--- src/rtl/as1802_resp_pkg.sv ---
// Shared definitions for the AS1802 bus responder: register map offsets,
// control/status bit positions, CPU state-code encodings and FSM states.
package as1802_resp_pkg;

    // Register offsets inside the 8-byte register block.
    localparam logic [2:0] REG_CTRL   = 3'd0;
    localparam logic [2:0] REG_STATUS = 3'd1;
    localparam logic [2:0] REG_RELOAD = 3'd2;
    localparam logic [2:0] REG_COUNT  = 3'd3;
    localparam logic [2:0] REG_EFOUT  = 3'd4;

    // CTRL bit positions.
    localparam int CTRL_TIMER_EN = 0;
    localparam int CTRL_IRQ_EN   = 1;
    localparam int CTRL_AUTO_RLD = 2;

    // STATUS bit positions.
    localparam int STAT_EXPIRED  = 0;
    localparam int STAT_Q_MIRROR = 1;
    localparam int STAT_DMA_SEEN = 2;

    // CPU state codes presented on sc.
    localparam logic [1:0] SC_FETCH = 2'b00;
    localparam logic [1:0] SC_EXEC  = 2'b01;
    localparam logic [1:0] SC_DMA   = 2'b10;
    localparam logic [1:0] SC_INT   = 2'b11;

    // Bus-cycle tracking FSM.
    typedef enum logic [1:0] {
        IDLE   = 2'd0,
        ACCESS = 2'd1,
        DONE   = 2'd2
    } resp_state_e;

    // Write-1-to-clear update with set priority: a set in the same cycle wins.
    function automatic logic w1c_update(input logic cur, input logic set, input logic clr);
        return set | (cur & ~clr);
    endfunction

endpackage

--- src/rtl/as1802_resp_timer.sv ---
// Prescaled 8-bit countdown timer. The prescaler runs only while enabled;
// each prescaler wrap decrements a non-zero count. The 1->0 step pulses
// expire_o and either reloads (auto-reload) or asks the owner to drop enable.
module as1802_resp_timer #(
    parameter int PRESCALE = 16
) (
    input  logic       clk,
    input  logic       rst,
    input  logic       en_i,
    input  logic       auto_reload_i,
    input  logic       load_i,
    input  logic [7:0] load_val_i,
    input  logic [7:0] reload_val_i,
    output logic [7:0] count_o,
    output logic       expire_o,
    output logic       clear_en_o
);

    localparam int PW = (PRESCALE > 1) ? $clog2(PRESCALE) : 1;
    localparam logic [PW-1:0] PSC_MAX = PW'(PRESCALE - 1);

    logic [PW-1:0] psc_q, psc_d;
    logic [7:0]    count_q, count_d;
    logic          wrap;

    // Prescaler: free-runs 0..PRESCALE-1 while enabled, held at 0 otherwise.
    always_comb begin
        psc_d = psc_q;
        wrap  = 1'b0;
        if (!en_i) begin
            psc_d = {PW{1'b0}};
        end else if (psc_q == PSC_MAX) begin
            psc_d = {PW{1'b0}};
            wrap  = 1'b1;
        end else begin
            psc_d = psc_q + {{(PW-1){1'b0}}, 1'b1};
        end
    end

    // Count update: explicit load beats ticking; a zero count stays parked.
    always_comb begin
        count_d    = count_q;
        expire_o   = 1'b0;
        clear_en_o = 1'b0;
        if (load_i) begin
            count_d = load_val_i;
        end else if (wrap && (count_q != 8'd0)) begin
            if (count_q == 8'd1) begin
                expire_o   = 1'b1;
                count_d    = auto_reload_i ? reload_val_i : 8'd0;
                clear_en_o = ~auto_reload_i;
            end else begin
                count_d = count_q - 8'd1;
            end
        end else begin
            count_d = count_q;
        end
    end

    // Timer state registers.
    always_ff @(posedge clk or negedge rst) begin
        if (!rst) begin
            psc_q   <= {PW{1'b0}};
            count_q <= 8'd0;
        end else begin
            psc_q   <= psc_d;
            count_q <= count_d;
        end
    end

    assign count_o = count_q;

endmodule

--- src/rtl/as1802_bus_responder.sv ---
// Memory-mapped responder on the AS1802 CPU bus: demultiplexes the address,
// serves a small RAM window and a register block with a countdown timer,
// and drives read data, EF flags and the interrupt request.
module as1802_bus_responder
    import as1802_resp_pkg::*;
#(
    parameter logic [15:0] RAM_BASE = 16'h8000,
    parameter int          RAM_AW   = 6,
    parameter logic [15:0] REG_BASE = 16'hFF00,
    parameter int          PRESCALE = 16
) (
    input  logic       clk,
    input  logic       rst,
    input  logic [7:0] bus_addr,
    input  logic [7:0] bus_wdata,
    output logic [7:0] bus_rdata,
    output logic       bus_oe,
    input  logic       tpa,
    input  logic       mrd,
    input  logic       mwr,
    input  logic [1:0] sc,
    input  logic       q,
    output logic       intr,
    output logic [3:0] ef
);

    localparam int RAM_DEPTH = 1 << RAM_AW;

    // Registered state.
    resp_state_e state_q, state_d;
    logic [7:0]  addr_hi_q, addr_hi_d;
    logic [2:0]  ctrl_q, ctrl_d;
    logic        expired_q, expired_d;
    logic        dma_seen_q, dma_seen_d;
    logic        q_mirror_q, q_mirror_d;
    logic [7:0]  reload_q, reload_d;
    logic [3:0]  efout_q, efout_d;
    logic        intr_q, intr_d;
    logic [7:0]  rdata_q, rdata_d;
    logic        oe_q, oe_d;

    logic [7:0]  ram_q [RAM_DEPTH];

    // Address decode and strobes.
    logic [15:0]       eff_addr;
    logic              ram_hit, reg_hit, hit;
    logic [RAM_AW-1:0] ram_idx;
    logic [2:0]        reg_off;
    logic              wr_commit, rd_active;
    logic              reg_wr, ram_we, ctrl_wr, status_wr, reload_wr, efout_wr;
    logic              dma_set;
    logic [7:0]        rd_mux, status_val, ram_rd;

    // Timer interface.
    logic [7:0] tmr_count;
    logic       tmr_expire, tmr_clear_en, tmr_load;

    assign eff_addr = {addr_hi_q, bus_addr};
    assign ram_hit  = (eff_addr[15:RAM_AW] == RAM_BASE[15:RAM_AW]);
    assign reg_hit  = (eff_addr[15:3] == REG_BASE[15:3]);
    assign hit      = ram_hit | reg_hit;
    assign ram_idx  = eff_addr[RAM_AW-1:0];
    assign reg_off  = eff_addr[2:0];
    assign ram_rd   = ram_q[ram_idx];

    // Reads track the address every cycle; a simultaneous write suppresses them.
    assign rd_active = ~tpa & ~mrd & mwr & hit;

    assign reg_wr    = wr_commit & reg_hit & ~ram_hit;
    assign ram_we    = wr_commit & ram_hit;
    assign ctrl_wr   = reg_wr & (reg_off == REG_CTRL);
    assign status_wr = reg_wr & (reg_off == REG_STATUS);
    assign reload_wr = reg_wr & (reg_off == REG_RELOAD);
    assign efout_wr  = reg_wr & (reg_off == REG_EFOUT);
    assign tmr_load  = reload_wr & ~ctrl_q[CTRL_TIMER_EN];

    // Any bus request in a DMA state code marks DMA activity, hit or not.
    assign dma_set   = (sc == SC_DMA) & (~mrd | ~mwr);

    as1802_resp_timer #(
        .PRESCALE (PRESCALE)
    ) u_timer (
        .clk           (clk),
        .rst           (rst),
        .en_i          (ctrl_q[CTRL_TIMER_EN]),
        .auto_reload_i (ctrl_q[CTRL_AUTO_RLD]),
        .load_i        (tmr_load),
        .load_val_i    (bus_wdata),
        .reload_val_i  (reload_q),
        .count_o       (tmr_count),
        .expire_o      (tmr_expire),
        .clear_en_o    (tmr_clear_en)
    );

    // FSM next state; the single write commit happens on the IDLE->ACCESS step.
    always_comb begin
        state_d   = state_q;
        wr_commit = 1'b0;
        case (state_q)
            IDLE: begin
                if (tpa) begin
                    state_d = IDLE;
                end else if ((~mrd | ~mwr) & hit) begin
                    state_d   = ACCESS;
                    wr_commit = ~mwr;
                end else begin
                    state_d = IDLE;
                end
            end
            ACCESS: begin
                if (tpa) begin
                    state_d = IDLE;
                end else begin
                    state_d = DONE;
                end
            end
            DONE: begin
                if (tpa || (mrd && mwr)) begin
                    state_d = IDLE;
                end else begin
                    state_d = DONE;
                end
            end
            default: begin
                state_d = IDLE;
            end
        endcase
    end

    // FSM state register.
    always_ff @(posedge clk or negedge rst) begin
        if (!rst) begin
            state_q <= IDLE;
        end else begin
            state_q <= state_d;
        end
    end

    // Assemble STATUS from its individual bits.
    always_comb begin
        status_val                = 8'h00;
        status_val[STAT_EXPIRED]  = expired_q;
        status_val[STAT_Q_MIRROR] = q_mirror_q;
        status_val[STAT_DMA_SEEN] = dma_seen_q;
    end

    // Read data selection: RAM first, then the register map, else zero.
    always_comb begin
        rd_mux = 8'h00;
        if (ram_hit) begin
            rd_mux = ram_rd;
        end else if (reg_hit) begin
            case (reg_off)
                REG_CTRL:   rd_mux = {5'b00000, ctrl_q};
                REG_STATUS: rd_mux = status_val;
                REG_RELOAD: rd_mux = reload_q;
                REG_COUNT:  rd_mux = tmr_count;
                REG_EFOUT:  rd_mux = {4'b0000, efout_q};
                default:    rd_mux = 8'h00;
            endcase
        end else begin
            rd_mux = 8'h00;
        end
    end

    // Next-state for the address latch, register block, interrupt and read port.
    always_comb begin
        addr_hi_d  = tpa ? bus_addr : addr_hi_q;
        q_mirror_d = q;

        ctrl_d = ctrl_wr ? bus_wdata[2:0] : ctrl_q;
        if (tmr_clear_en) begin
            ctrl_d[CTRL_TIMER_EN] = 1'b0;
        end else begin
            ctrl_d[CTRL_TIMER_EN] = ctrl_d[CTRL_TIMER_EN];
        end

        expired_d  = w1c_update(expired_q, tmr_expire,
                                status_wr & bus_wdata[STAT_EXPIRED]);
        dma_seen_d = w1c_update(dma_seen_q, dma_set,
                                status_wr & bus_wdata[STAT_DMA_SEEN]);
        reload_d   = reload_wr ? bus_wdata : reload_q;
        efout_d    = efout_wr ? bus_wdata[3:0] : efout_q;
        intr_d     = expired_d & ctrl_d[CTRL_IRQ_EN];

        oe_d    = rd_active;
        rdata_d = rd_active ? rd_mux : 8'h00;
    end

    // Register bank for everything except the RAM array.
    always_ff @(posedge clk or negedge rst) begin
        if (!rst) begin
            addr_hi_q  <= 8'h00;
            ctrl_q     <= 3'b000;
            expired_q  <= 1'b0;
            dma_seen_q <= 1'b0;
            q_mirror_q <= 1'b0;
            reload_q   <= 8'h00;
            efout_q    <= 4'h0;
            intr_q     <= 1'b0;
            rdata_q    <= 8'h00;
            oe_q       <= 1'b0;
        end else begin
            addr_hi_q  <= addr_hi_d;
            ctrl_q     <= ctrl_d;
            expired_q  <= expired_d;
            dma_seen_q <= dma_seen_d;
            q_mirror_q <= q_mirror_d;
            reload_q   <= reload_d;
            efout_q    <= efout_d;
            intr_q     <= intr_d;
            rdata_q    <= rdata_d;
            oe_q       <= oe_d;
        end
    end

    // RAM window storage; contents are not reset.
    always_ff @(posedge clk) begin
        if (ram_we) begin
            ram_q[ram_idx] <= bus_wdata;
        end
    end

    assign bus_rdata = rdata_q;
    assign bus_oe    = oe_q;
    assign intr      = intr_q;
    assign ef        = efout_q;

endmodule

--- config.mk ---
export PLATFORM = sky130hd
export DESIGN_NAME = as1802_bus_responder
export DESIGN_NICKNAME = d
export VERILOG_FILES = /design/src/rtl/as1802_resp_pkg.sv /design/src/rtl/as1802_resp_timer.sv /design/src/rtl/as1802_bus_responder.sv
export SDC_FILE = /design/constraint.sdc
export NUM_CORES = 1
export LEC_CHECK = 0
export CAP_MARGIN = 20
export CELL_PAD_IN_SITES_DETAIL_PLACEMENT = 2
export CELL_PAD_IN_SITES_GLOBAL_PLACEMENT = 2
export CORE_ASPECT_RATIO = 0.6
export CORE_MARGIN = 2
export CORE_UTILIZATION = 47
export DETAILED_ROUTE_END_ITERATION = 6
export GPL_TIMING_DRIVEN = 0
export PLACE_DENSITY_LB_ADDON = 0.08
export RECOVER_POWER = 25
export SLEW_MARGIN = 20
export SYNTH_ARGS = -nofsm -noshare
export SYNTH_HDL_FRONTEND = slang
export SYNTH_SLANG_ARGS = --single-unit
export TNS_END_PERCENT = 30
--- constraint.sdc ---
create_clock -name clk -period 3.7 [get_ports clk]
set_clock_uncertainty 0.2 [all_clocks]
set_input_delay 0.37 -clock clk [delete_from_list [all_inputs] [get_ports clk]]
set_output_delay 0.37 -clock clk [all_outputs]
set_load 0.02 [all_outputs]
==> flow_summary.ini <==
[status]
status = finished, violations left
failed_checks = capacitance limit, slew limit, setup timing

[clocking]
clk_path_buf_depth = 3
clock-root-buffer = sky130_fd_sc_hd__clkbuf_16
numCtsBuffers = 52
clkTransAtPathRegs_ps = 70
worstSkewPairLatency_ps = 600
ctsHtreeMaxLevel = 2
cts_num_sinks = 562
cts_tree = built

[logic_synthesis]
mappedNetlistNets = 1382
synth_top_cells_by_area = sky130_fd_sc_hd__edfxtp_1 68%, sky130_fd_sc_hd__dfrtp_1 5.5%, sky130_fd_sc_hd__mux4_2 4.4%
synth.distinct_cells = 63
fraction_of_the_yosys_area_taken_by_sequential_cells_pct = 73.7
number_of_enable_type_register_cells_in_the_synthesized_netlist = 512
postSynthAreaPerCell_sq_um = 16.6
ys.flop_type = sky130_fd_sc_hd__edfxtp_1
synth.top_cell.area_share_pct = 68.2
postSynth.asyncResetShare_pct = 8.90
postSynthRegisterBits = 562
yosys_warnings = 0
synthDominantAreaCellType = sky130_fd_sc_hd__edfxtp_1
synthTopCellsByCount = 512 x sky130_fd_sc_hd__edfxtp_1, 111 x sky130_fd_sc_hd__nor2_1, 78 x sky130_fd_sc_hd__mux2_2, 60 x sky130_fd_sc_hd__o22ai_1, 57 x sky130_fd_sc_hd__mux2i_1
post_synthesis_instance_area_sq_um = 22500
synth_most_common_cell = sky130_fd_sc_hd__edfxtp_1
synthesis.instances = 1355

[global_routing]
busiest_layer = met1
grt_pass1_vias = 15600
global_route_wire_length_before_repair_um = 129000
grt_antenna_before_repair = 4
grt.overflow.total = 0
grt_max_degree = 68
gr_layer_usage_met3_pct = 12.0
grt_util_met1_pct = 55.6
groute.usage.overall_pct = 38.1
use_met2_pct = 53.6

[run]
max_cap_violations = 7

[die]
floorplan.rows = 62
dieHeight_um = 174
design.core.area_sq_um = 47600
effective_utilization_at_floorplan_pct = 47.3
die-area_sq_um = 49800
io_pins = 38
die_w_um = 287

[critical_path]
worst-r2r-cell-count = 5
rrSetupSlack_ps = -100
path_max_fanout = 10
worstSetupEndpointType = flop
worst-path-buf-inv = 6
critPathRequiredTime_ps = 3940
critPathMostFrequentCell = sky130_fd_sc_hd__buf_4
largest_stage_delay_worst_path_ps = 580
rr_startpoint = addr_hi_q[6]
worst_path_dominant_cell_family = buffers and inverters
timing.rr.end = ram_q[51][2]
timing.critical_path.from_type = primary input
critPathArrivalTime_ps = 4220
crit_slowest_cell = sky130_fd_sc_hd__clkbuf_2
crit_path_cell_trace = clkdlybuf4s50_1 -> buf_4 -> buf_4 -> buf_4 -> inv_1 -> clkbuf_2 -> o211ai_1 -> a22oi_1 -> o22ai_1 -> o32ai_2
worst_setup_path_startpoint = bus_addr[1]
path_type_of_the_worst_setup_path = primary input to flop

[power_and_ir_drop]
max-vdd-ir-drop_v = 0.000499
power.leakage_nw = 8.48
power_density_nw_per_um2 = 514

[drt]
vias = 15200
postRouteWirelength_um = 94200
route.detailed.wl_per_inst_um = 43.8
final_antenna_net_count = 0
vias_per_cell = 7.09
dr.pass1.iters = 6
drt_drc_violations_left = 0
drt_iter0_markers = 2606

[sta]
fmax_ghz = 0.252
maxSlewHeadroom_pct = -140
layout_worst_path_cycle_share_pct = 107
timing.final.crit_period_ps = 3970
finalMaxSlewViolations = 357
grt_setup_unrepaired = true
timing_hold_violations_final = 0
finalSetupViolations = 262
post-route-worst-setup-slack_ps = -271
worst_slew_pin_slew_ps = 3600
hold_ws_ps = 134

[layout]
layout_area_overhead_pct = 16.5
filler_cell_count = 4167
drive_gt1_share_pct = 24.7
nNetsFinal = 1495

[placement]
post-place-ws_ps = -2810
numPortBuffers = 33
dpl.hpwl_um = 61100
place.gp.congestion = 0.937

[hold_path]
worst_hold_path_ep = q_mirror_q
holdCritPathClass = primary input to flop
hold_depth = 1
hp-start = q
==> registers in the layout, summed over array words and instances (netlist names) <==
name             cells
ram_q              512
ctrl_q               3
intr                 1
addr_hi_q            8
dma_seen_q           1
q_mirror_q           1
state_q              2
reload_q             8
bus_oe               1
ef                   4
bus_rdata            8
u_timer.count_o      8
u_timer.psc_q        4
expired_q            1
==> worst max path at each step <==
stage,endpoint,slack (ps),cells after the start
after floorplan,ram_q[13][0],760,8
after global placement,ram_q[37][2],-2760,8
after detailed placement,ram_q[53][4],-2810,8
after CTS,ram_q[2][0],-120,9
after global routing,bus_rdata[1],-160,10
final,bus_rdata[4],-270,10
==> power by group <==
| part | internal, mW | switching (mW) | total (mW) |
|---|---|---|---|
| sequential | 6.94 | 0.00951 | 6.95 |
| clock | 3.14 | 2.49 | 5.62 |
| combinational | 0.230 | 0.690 | 0.920 |
==> cell usage in the layout (no fill, tap or decap), types with 12 or more instances in the layout <==
| cell | instances |
|---|---|
| sky130_fd_sc_hd__edfxtp_1 | 512 |
| sky130_fd_sc_hd__mux2_2 | 78 |
| sky130_fd_sc_hd__o22ai_1 | 60 |
| sky130_fd_sc_hd__mux2i_1 | 56 |
| sky130_fd_sc_hd__clkbuf_16 | 53 |
| sky130_fd_sc_hd__dfrtp_1 | 50 |
| sky130_fd_sc_hd__clkbuf_1 | 46 |
| sky130_fd_sc_hd__nor2_1 | 46 |
| sky130_fd_sc_hd__nor2_4 | 46 |
| sky130_fd_sc_hd__mux4_2 | 44 |
| sky130_fd_sc_hd__nand2_1 | 39 |
| sky130_fd_sc_hd__a21oi_1 | 34 |
| sky130_fd_sc_hd__o21ai_0 | 33 |
| sky130_fd_sc_hd__o221ai_1 | 28 |
| sky130_fd_sc_hd__buf_4 | 27 |
| sky130_fd_sc_hd__clkdlybuf4s50_1 | 22 |
| sky130_fd_sc_hd__nor2_2 | 20 |
| sky130_fd_sc_hd__a22oi_1 | 17 |
| sky130_fd_sc_hd__buf_2 | 16 |
| sky130_fd_sc_hd__nor3_1 | 15 |
| sky130_fd_sc_hd__clkbuf_2 | 15 |
| sky130_fd_sc_hd__a211oi_1 | 12 |
==> area by class of cell <==
cell class                      count  area (sq um)  share of cell area [%]
Timing Repair Buffer               59           619                    2.36
Antenna cell                        1          2.50                 0.00953
Clock inverter                     26           272                    1.03
Multi-Input combinational cell    695          5970                    22.7
Tap cell                          640           801                    3.05
Sequential cell                   562         16600                    63.3
Clock buffer                       69          1440                    5.47
Inverter                           11          41.3                   0.157
Buffer                             87           495                    1.89
==> through the flow <==
step           total power [mW]  TNS [ps]  utilization, %  cell area, sq um  cells
6_report                   13.5    -14080            55.1             26300   2150
5_1_grt                    13.7     -7600            55.1             26300   2149
4_1_cts                    13.4     -5330            54.9             26100   2143
3_5_place_dp               7.91   -911090            49.9             23800   2034
3_3_place_gp               7.88   -860410            49.7             23700   2028
2_1_floorplan              7.42         0               -             22500   1355
==> layer usage <==
| layer | share of wire, % | routed length (um) |
|---|---|---|
| met5 | 0.014 | 13 |
| met4 | 4.3 | 4070 |
| met3 | 12 | 11700 |
| met2 | 42 | 39900 |
| met1 | 41 | 38600 |
==> cell families (layout without fill, tap and decap cells) <==
group | count (synthesis) | count (layout) | synth area share [%]
compound gates | 262 | 262 | 8.06
xor+xnor | 5 | 5 | 0.194
fa+ha+maj | 3 | 3 | 0.166
buf+inv | 98 | 252 | 1.89
flops | 562 | 562 | 73.7
mux | 179 | 179 | 10.8
other cells | 0 | 1 | 0
simple gates | 246 | 246 | 5.13
==> timing repair <==
item                       in CTS  in global routing
hold buffers                    4                  0
hold endpoints to repair       60                  0
setup buffers                  10                  6
gates resized for setup       163                 25
pin swaps                       7                  3
setup endpoints to repair     536                256
Note: power is estimated with default switching activity, not from simulation.
